===== config.mk =====
export PLATFORM = sky130hd
export DESIGN_NAME = next_state_sequencer
export DESIGN_NICKNAME = d
export VERILOG_FILES = /design/src/rtl/cu_pkg.sv /design/src/rtl/return_stack.sv /design/src/rtl/next_state_sequencer.sv
export SDC_FILE = /design/constraint.sdc
export NUM_CORES = 1
export LEC_CHECK = 0
export CAP_MARGIN = 25
export CORE_ASPECT_RATIO = 1.4
export CORE_MARGIN = 4
export CORE_UTILIZATION = 33
export CTS_CLUSTER_DIAMETER = 200
export DETAILED_ROUTE_END_ITERATION = 10
export PLACE_DENSITY_LB_ADDON = 0.15
export REMOVE_ABC_BUFFERS = 1
export SLEW_MARGIN = 0
export SYNTH_ARGS = -nofsm -noshare
export SYNTH_HDL_FRONTEND = slang
export SYNTH_SLANG_ARGS = --single-unit

===== constraint.sdc =====
create_clock -name CLK -period 0.8 [get_ports CLK]
set_input_delay 0.16 -clock CLK [delete_from_list [all_inputs] [get_ports CLK]]
set_output_delay 0.16 -clock CLK [all_outputs]
set_load 0.03 [all_outputs]

===== src/rtl/cu_pkg.sv =====
// cu_pkg: shared control-unit definitions for the microprogram next-state sequencer.
package cu_pkg;
    localparam int STATE_W_DEF     = 8;
    localparam int FETCH_STATE_DEF = 1;
    localparam logic [2:0] NS_ENC    = 3'd0;
    localparam logic [2:0] NS_FETCH  = 3'd1;
    localparam logic [2:0] NS_JUMP   = 3'd2;
    localparam logic [2:0] NS_INC    = 3'd3;
    localparam logic [2:0] NS_BRANCH = 3'd4;
    localparam logic [2:0] NS_CALL   = 3'd5;
    localparam logic [2:0] NS_RET    = 3'd6;
    localparam logic [2:0] NS_WAIT   = 3'd7;
endpackage


===== src/rtl/return_stack.sv =====
// return_stack: LIFO of microcode return addresses; push/pop ignored when full/empty.
module return_stack #(
    parameter int W     = 8,
    parameter int DEPTH = 4
) (
    input  logic         CLK,
    input  logic         RESET,
    input  logic         Enable,
    input  logic         push,
    input  logic         pop,
    input  logic [W-1:0] din,
    output logic [W-1:0] dout,
    output logic         full,
    output logic         empty
);
    localparam int AW = $clog2(DEPTH);
    logic [AW:0]  sp;
    logic [W-1:0] mem [DEPTH];
    assign full  = sp == (AW+1)'(DEPTH);
    assign empty = sp == '0;
    assign dout  = mem[AW'(sp - 1'b1)];
    always_ff @(posedge CLK or posedge RESET) begin
        if (RESET) begin
            sp <= '0;
            for (int i = 0; i < DEPTH; i++) mem[i] <= '0;
        end else if (Enable) begin
            if (push && !full) begin
                mem[sp[AW-1:0]] <= din;
                sp <= sp + 1'b1;
            end else if (pop && !empty) begin
                sp <= sp - 1'b1;
            end
        end
    end
endmodule


===== src/rtl/next_state_sequencer.sv =====
// next_state_sequencer: selects and registers the next microstore state.
// Define NEXT_STATE_SEQ_STACK_EN to enable the CALL/RET return-address stack.
module next_state_sequencer
    import cu_pkg::*;
#(
    parameter int                 STATE_W     = STATE_W_DEF,
    parameter int                 STACK_DEPTH = 4,
    parameter logic [STATE_W-1:0] FETCH_STATE = STATE_W'(FETCH_STATE_DEF)
) (
    input  logic               CLK,
    input  logic               RESET,
    input  logic               Enable,
    input  logic [2:0]         NS,
    input  logic               Cond,
    input  logic               Inv,
    input  logic [STATE_W-1:0] IncState,
    input  logic [STATE_W-1:0] CRAddr,
    input  logic [STATE_W-1:0] EncAddr,
    output logic [STATE_W-1:0] State,
    output logic               StackErr
);
    logic               eff;
    logic [STATE_W-1:0] nxt;
    assign eff = Cond ^ Inv;
`ifdef NEXT_STATE_SEQ_STACK_EN
    logic               push, pop, err_set, full, empty;
    logic [STATE_W-1:0] ret_addr;
    return_stack #(.W(STATE_W), .DEPTH(STACK_DEPTH)) u_stack (
        .CLK    (CLK),
        .RESET  (RESET),
        .Enable (Enable),
        .push   (push),
        .pop    (pop),
        .din    (IncState),
        .dout   (ret_addr),
        .full   (full),
        .empty  (empty)
    );
    always_ff @(posedge CLK or posedge RESET) begin
        if (RESET) StackErr <= 1'b0;
        else if (Enable && err_set) StackErr <= 1'b1;
    end
`else
    logic unused_depth;
    assign unused_depth = |STACK_DEPTH;
    assign StackErr = 1'b0;
`endif
    always_comb begin
        nxt = State;
`ifdef NEXT_STATE_SEQ_STACK_EN
        push    = 1'b0;
        pop     = 1'b0;
        err_set = 1'b0;
`endif
        case (NS)
            NS_ENC:    nxt = EncAddr;
            NS_FETCH:  nxt = FETCH_STATE;
            NS_JUMP:   nxt = CRAddr;
            NS_INC:    nxt = IncState;
            NS_BRANCH: nxt = eff ? CRAddr : IncState;
            NS_CALL: begin
                // the jump is taken even when the push overflows
                nxt = CRAddr;
`ifdef NEXT_STATE_SEQ_STACK_EN
                push    = !full;
                err_set = full;
`endif
            end
            NS_RET: begin
`ifdef NEXT_STATE_SEQ_STACK_EN
                nxt     = empty ? FETCH_STATE : ret_addr;
                pop     = !empty;
                err_set = empty;
`else
                nxt = FETCH_STATE;
`endif
            end
            default:   nxt = eff ? IncState : State;
        endcase
    end
    always_ff @(posedge CLK or posedge RESET) begin
        if (RESET) State <= '0;
        else if (Enable) State <= nxt;
    end
endmodule


* After elaboration in Yosys (flattened, before gate mapping)
Cells that the tools add are included.
** Word-level totals
- Input port bits :: 32
- Word-level logic and storage cells :: 16
- Output and inout bits :: 9
- Register bits :: 8
** Cells by class
- Bitwise operators :: 1
- Reductions and logical operators :: 5
- Mux-type cells :: 3
- Equality and inequality tests :: 6
** Operators by type and width (number)
- $pmux W8 S5 :: 1
- $mux W8 :: 2
- $eq A3 B3 Y1 const B :: 3
- $eq A3 B2 Y1 const B :: 2
- $reduce_bool A6 Y1 :: 1
- $reduce_or A2 Y1 :: 2
- $eq A3 B1 Y1 const B :: 1
- $logic_not A3 Y1 :: 1
- $reduce_and A2 Y1 :: 1
- $xor A1 B1 Y1 :: 1

* Longest topological paths before layout
Gate-level depths: netlist of the first run.
- Word-level depth :: 4
- Gate-level depth with buffers :: 6
- Mapped depth without buffers :: 4

* Least setup slack after synthesis of the first run
Ideal clock, no wire load.
- Kind :: input port to flip-flop
- Start :: input NS[2]
- End :: register State[0]
- Library setup time :: 126 ps
- Stages :: 4
- Path buffers :: 1
- Path slack :: -368 ps
- Data required time :: 674 ps
- Arrival time :: 1042 ps
- Cell sequence :: or2_1 buf_6 o221a_1 o32a_1
** On the way
- Cells in the longest elaborated chain, start to end :: 4
- Elaborated cells on any way between the ends :: 12
- Those cells by class :: eq/ne: 6; mux: 1; reduce/logical: 5
** RTL lines
- start, declared :: RTL line next_state_sequencer.sv:13 : input logic [2:0] NS,
- $eq A3 B3 Y1 (tied with other cells) :: RTL line next_state_sequencer.sv:55 : case (NS)
- $reduce_or A2 Y1 (no source line)
- $reduce_bool A6 Y1 (no source line)
- $reduce_and A2 Y1 (no source line)
- end signal, assigned :: RTL line next_state_sequencer.sv:83 : else if (Enable) State <= nxt;
- end, declared :: RTL line next_state_sequencer.sv:19 : output logic [STATE_W-1:0] State,
Several ways; a longest one is shown, not always the timed one.
A chain may end at the register's enable or synchronous reset.

* Worst setup path in the final report of the first run
- Start :: register State[5]
- End :: output State[5]
No word-level cell between the ends.

==> results.toml, run 1 <==
[yosys]
synth_area_sq_um = 712
synth_top_family_by_area = "compound AO/OA/AOI/OAI gates"
synthMuxAreaShare = 0.0984
synth_compound_area_frac = 0.322
yosys_warnings = 0
avgSynthCellArea_sq_um = 8.38
synth_fa_ha_area_frac = 0
syn_inst = 85
synth_xor_area_frac = 0.0123
yosysSeqAreaShare = 0.281
yosys_register_bits = 8
yosys.area_share.simple = 0.186
yosysUniqueCellTypes = 25

[outcome]
violations = "setup timing"
status = "finished with violations"

[sta]
setup_slack_ns = -0.156
fmax_mhz = 1050
setup_viol = 16
timing.hold.ws_ns = 0.168
rsz0062_at_grt = "yes"
hold_viol = 0
timing.final.max_slew_violations = 0
fin_crit_sh = 1.20
period_needed_ns = 0.956
tns_ns = -2.36
finClkSkew_ns = 0

[worst_setup_path]
end_kind = "output port"
slowest_stage = "dfrtp_1"
crit_fanout = 2
cp_top_family = "flip-flops"
crit_type = "reg -> out"
reg2regPathDepth = 3
critPathMaxStageDelay_ns = 0.39
required_ns = 0.64
start_kind = "register"
worstPathCellList = "buf_6"
cp.arrival_ns = 0.80
r2r-start = "State[0]$_DFFE_PP0P_"
cp-startpoint = "State[5]$_DFFE_PP0P_"
path_depth = 1
critPathBufInv = 1

[layout]
final_nets = 177
utilization = 0.668
design_area_sq_mm = 0.00135
diodes = 0
drive_gt1_frac = 0.378
syn_to_final_growth_pct = 89.6
regMostFlops = "State"
reg_top3 = "State x8"
largest_reg_flops = 8

[clocking]
clk_latency_ns = 0.25
cts_buffer_depth = 2
postCtsHoldBufs = 0
clk_pin_slew_worst_paths_ns = 0.06
numCtsBuffers = 3
clock-sinks = 8
cts_tree = "built"
clock-root-buffer = "clkbuf_4"
h-tree-depth = 1

[power]
peakVddDrop_mv = 0.700
p_per_area_mw_per_mm2 = 1260
power.leakage_uw = 0.000610

[min_path]
hold_path_class = "in -> async"

[placed_design]
dp_slack_ns = -0.902
hpwl_mm = 1.75
portBuffers = 39
place_area_sq_mm = 0.00117
gp_congestion = 0.755

[global_routing]
grt_max_degree = 9
antenna_found_initial = 0
grt_pass1_vias = 888
grt-ovfl-total = 0
grt_pass1_wl_mm = 3.69
grt_usage = 0.168

[die]
ios = 41
die_h_um = 63.0
dieArea_sq_mm = 0.00297
initial_core_util = 0.352
core_sq_mm = 0.00202
num_rows = 19
die_x_um = 47.3

[routing]
drt_iter0_drc = 17
ant_nets = 0
dr_total_vias = 881
wirelength_mm = 2.36
wire_per_inst_um = 14.4
first_pass_iters = 4
viasPerCell = 5.37
drcViolationCount = 0

[job]
cap_viol_max_count = 0
per-layer routing:
layer  vias up  wire (um)  global-route usage
li1        438          -                   -
met1       407        899               0.177
met2        32       1280               0.302
met3         4        137              0.0173
met4         0         42              0.0830
met5         -          0                   0
synth_stat cells:
cell type	number	area share
buf_6	1	0.016
and2_2	1	0.011
a32o_1	7	0.098
dfrtp_1	8	0.28
a21oi_1	7	0.049
nor3b_4	1	0.026
conb_1	1	0.0053
buf_4	4	0.042
or2_1	1	0.0088
nand3_1	3	0.021
o221a_1	1	0.016
nand2_1	1	0.0053
xor2_1	1	0.012
inv_1	2	0.011
o21a_1	1	0.011
buf_2	3	0.021
clkbuf_1	1	0.0053
a211oi_1	1	0.011
o32a_1	1	0.014
a31oi_1	14	0.12
mux2i_1	7	0.098
and2b_1	1	0.011
nor2_1	15	0.079
nor2b_2	1	0.012
nand4b_1	1	0.012
layout by cell type (no fill, tap or decap), types with 2 or more instances in the layout:
master / instances
a32o_1: 7
a21oi_2: 6
nor2_1: 15
a31oi_1: 14
dlygate4sd2_1: 16
dfrtp_1: 8
nand3_2: 2
buf_4: 20
clkbuf_4: 3
clkdlybuf4s50_1: 10
mux2i_1: 7
inv_1: 2
buf_6: 16
timing repair:
action | in CTS | in global routing
resized for setup | 70 | 0
hold endpoints to repair | 0 | 0
setup endpoints to repair | 16 | 16
cloned | 0 | 0
setup buffers | 6 | 3
pin swaps | 20 | 1
per-stage QoR:
step	power, uW	instances
global route	1790	164
detailed placement	1240	152
finish	1700	164
global placement	1230	152
floorplan	827	76
CTS	1670	161
final timing paths:
path                                        endpoint  slack [ns]
worst max-delay path                        State[5]       -0.16
worst min-delay path            State[3]$_DFFE_PP0P_        0.17
worst max register to register  State[0]$_DFFE_PP0P_       -0.09
worst min register to register  State[7]$_DFFE_PP0P_        0.57
max in group asynchronous       State[0]$_DFFE_PP0P_        0.38
min in group CLK                State[3]$_DFFE_PP0P_        0.35
report_power, final:
| part | internal (uW) | switching (uW) | total, uW | leakage [uW] |
|---|---|---|---|---|
| combinational | 468 | 391 | 860 | 0.000504 |
| clock | 173 | 158 | 331 | 0.0000138 |
| sequential | 464 | 41.5 | 505 | 0.0000921 |
| total | 1110 | 591 | 1700 | 0.000610 |
cell type report:
| class | instances | area (sq um) |
|---|---|---|
| clock buffer | 3 | 22.5 |
| fill | 186 | 671 |
| inverter | 2 | 7.51 |
| multi-input combinational | 66 | 503 |
| sequential | 8 | 200 |
| tap | 21 | 26.3 |
| timing repair buffer | 64 | 591 |
cells by family after synthesis:
family / after synthesis
multiplexers: 7
buffers and inverters: 11
XOR/XNOR: 1
flip-flops: 8
AND/OR/NAND/NOR: 25
other: 1
AO/OA/AOI/OAI: 32
Power figures use the tool's default switching activity.
==> inputs of run 2 (changes only) <==
--- a/config.mk
+++ b/config.mk
@@ -7,12 +7,13 @@
 export LEC_CHECK = 0
 export CAP_MARGIN = 25
 export CORE_ASPECT_RATIO = 1.4
-export CORE_MARGIN = 4
+export CORE_MARGIN = 2
 export CORE_UTILIZATION = 33
 export CTS_CLUSTER_DIAMETER = 200
 export DETAILED_ROUTE_END_ITERATION = 10
 export PLACE_DENSITY_LB_ADDON = 0.15
 export REMOVE_ABC_BUFFERS = 1
+export SETUP_SLACK_MARGIN = 0.5
 export SLEW_MARGIN = 0
 export SYNTH_ARGS = -nofsm -noshare
 export SYNTH_HDL_FRONTEND = slang
==> run 2 against run 1 <==
  * Setup slack worse by 0.0085 ns
  * Maximum frequency is 0.88% lower
  * The run still ends with setup timing left
  * Count of clock-buffer cells in the layout did not move
  * Critical endpoint is now State[2]$_DFFE_PP0P_
  * Utilization is 2.6 points higher
  * Via count rose by 2.3%
  * Wire length decreased by 2.1%
  * Clock power about the same
==> results.toml, run 2 (synthesis gave the netlist of run 1 again) <==
[outcome]
status = "finished with violations"
violations = "setup timing"

[placed_design]
gp_congestion = 0.802
place_area_sq_mm = 0.00122
hpwl_mm = 1.83
portBuffers = 39

[layout]
design_area_sq_mm = 0.00139
final_nets = 182
utilization = 0.694
syn_to_final_growth_pct = 94.7
diodes = 0
reg_top3 = "State x8"
largest_reg_flops = 8
n_fill_cell = 180
drive_gt1_frac = 0.399
mostFrequentLayoutCells = "26 x buf_4, 15 x nor2_1, 15 x buf_6"
final_common_cell = "buf_4"
regMostFlops = "State"

[min_path]
hold_path_class = "in -> async"

[worst_setup_path]
start_kind = "primary input"
critPathMaxStageDelay_ns = 0.20
crit_fanout = 5
regToRegSetupSlack_ns = -0.11
r2r-end = "State[6]$_DFFE_PP0P_"
crit_type = "in -> reg"
worst_path_most_repeated_cell = "buf_6"
reg2regPathDepth = 4
slowest_stage = "nor3b_4"
required_ns = 0.98
worstPathCellList = "buf_6, xor2_2, buf_4, nor3b_4, buf_6, a21oi_1, a31oi_1"
end_kind = "register"
r2r-start = "State[6]$_DFFE_PP0P_"
cp.arrival_ns = 1.15

[sta]
timing.final.max_slew_violations = 0
hold_viol = 0
period_needed_ns = 0.965
rsz0062_at_grt = "yes"
fmax_mhz = 1040
tns_ns = -2.31
setup_viol = 16
finClkSkew_ns = 0
timing.hold.ws_ns = 0.181
fin_crit_sh = 1.21
setup_slack_ns = -0.165

[clocking]
numCtsBuffers = 3
h-tree-depth = 1
postCtsHoldBufs = 0
cts_tree = "built"
cts_buffer_depth = 2
clk_latency_ns = 0.26
clk_pin_slew_worst_paths_ns = 0.06
clock-root-buffer = "clkbuf_4"
clock-sinks = 8

[global_routing]
grt_max_degree = 14
grt_usage = 0.193
grt-ovfl-total = 0
grt_pass1_wl_mm = 3.76
antenna_found_initial = 0
grt_pass1_vias = 878

[job]
cap_viol_max_count = 0

[power]
seqPwrFrac = 0.294
internal_power_uw = 1130
p_per_area_mw_per_mm2 = 1240
power.leakage_uw = 0.000654
combPwrFrac = 0.515
peakVddDrop_mv = 0.670
sw_frac_of_total = 0.341
p_sw_uw = 586
fin_total_pwr_uw = 1720
power_frac_clock = 0.191

[die]
core_sq_mm = 0.00200
dieArea_sq_mm = 0.00255
die_x_um = 43.3
num_rows = 19
ios = 41
initial_core_util = 0.357
die_h_um = 59.0

[routing]
wirelength_mm = 2.31
wire_per_inst_um = 13.7
dr_total_vias = 901
first_pass_iters = 4
viasPerCell = 5.33
ant_nets = 0
drt_iter0_drc = 8
drcViolationCount = 0
==> run 2: timing repair <==
action,CTS,global route
pin swaps,16,8
endpoints found under the setup margin,20,16
gates resized for setup,56,7
buffers inserted,6,3
==> run 2: per-stage QoR <==
stage               std cells  setup slack, ns
floorplan                  76           -0.865
finish                    169           -0.165
detailed placement        157           -0.861
CTS                       166           -0.166
global route              169           -0.215
global placement          157           -0.832
==> run 2: area by class of cell <==
type                       instances  area, sq um  share of cell area
tap                               21         26.3              0.0190
timing repair buffer              69          643               0.464
multi-input combinational         66          487               0.351
clock buffer                       3         22.5              0.0162
sequential                         8          200               0.144
inverter                           2         7.51             0.00542
==> run 2: power by group through the flow <==
| stage | clock network [uW] | registers (uW) | logic [uW] |
|---|---|---|---|
| floorplan | 0 | 619 | 208 |
| global placement | 0 | 500 | 748 |
| detailed placement | 0 | 503 | 757 |
| CTS | 331 | 505 | 850 |
| global route | 363 | 510 | 950 |
| finish | 328 | 505 | 885 |
==> run 2: worst max path at each step <==
stage                     startpoint              endpoint  slack (ns)  depth (start not counted)
final                           Cond  State[2]$_DFFE_PP0P_       -0.16                          7
after global routing            Cond  State[3]$_DFFE_PP0P_       -0.21                          7
after CTS                       Cond  State[0]$_DFFE_PP0P_       -0.17                          6
after detailed placement       NS[0]  State[6]$_DFFE_PP0P_       -0.86                          6
after global placement         NS[0]  State[6]$_DFFE_PP0P_       -0.83                          6
after floorplan                  Inv  State[0]$_DFFE_PP0P_       -0.87                          4
==> run 2: worst max-delay path, delay by kind of cell <==
kind / cells / cell delay (ns)
buf+inv: 3 / 0.39
compound gates: 2 / 0.21
simple gates: 1 / 0.20
xor+xnor: 1 / 0.17
==> run 2: per-layer routing <==
metal | vias up | track usage | wire (um)
met5 | - | 0 | 0
met4 | 0 | 0.0909 | 19
met3 | 2 | 0.0215 | 106
met2 | 31 | 0.343 | 1270
met1 | 421 | 0.227 | 910
li1 | 447 | - | -
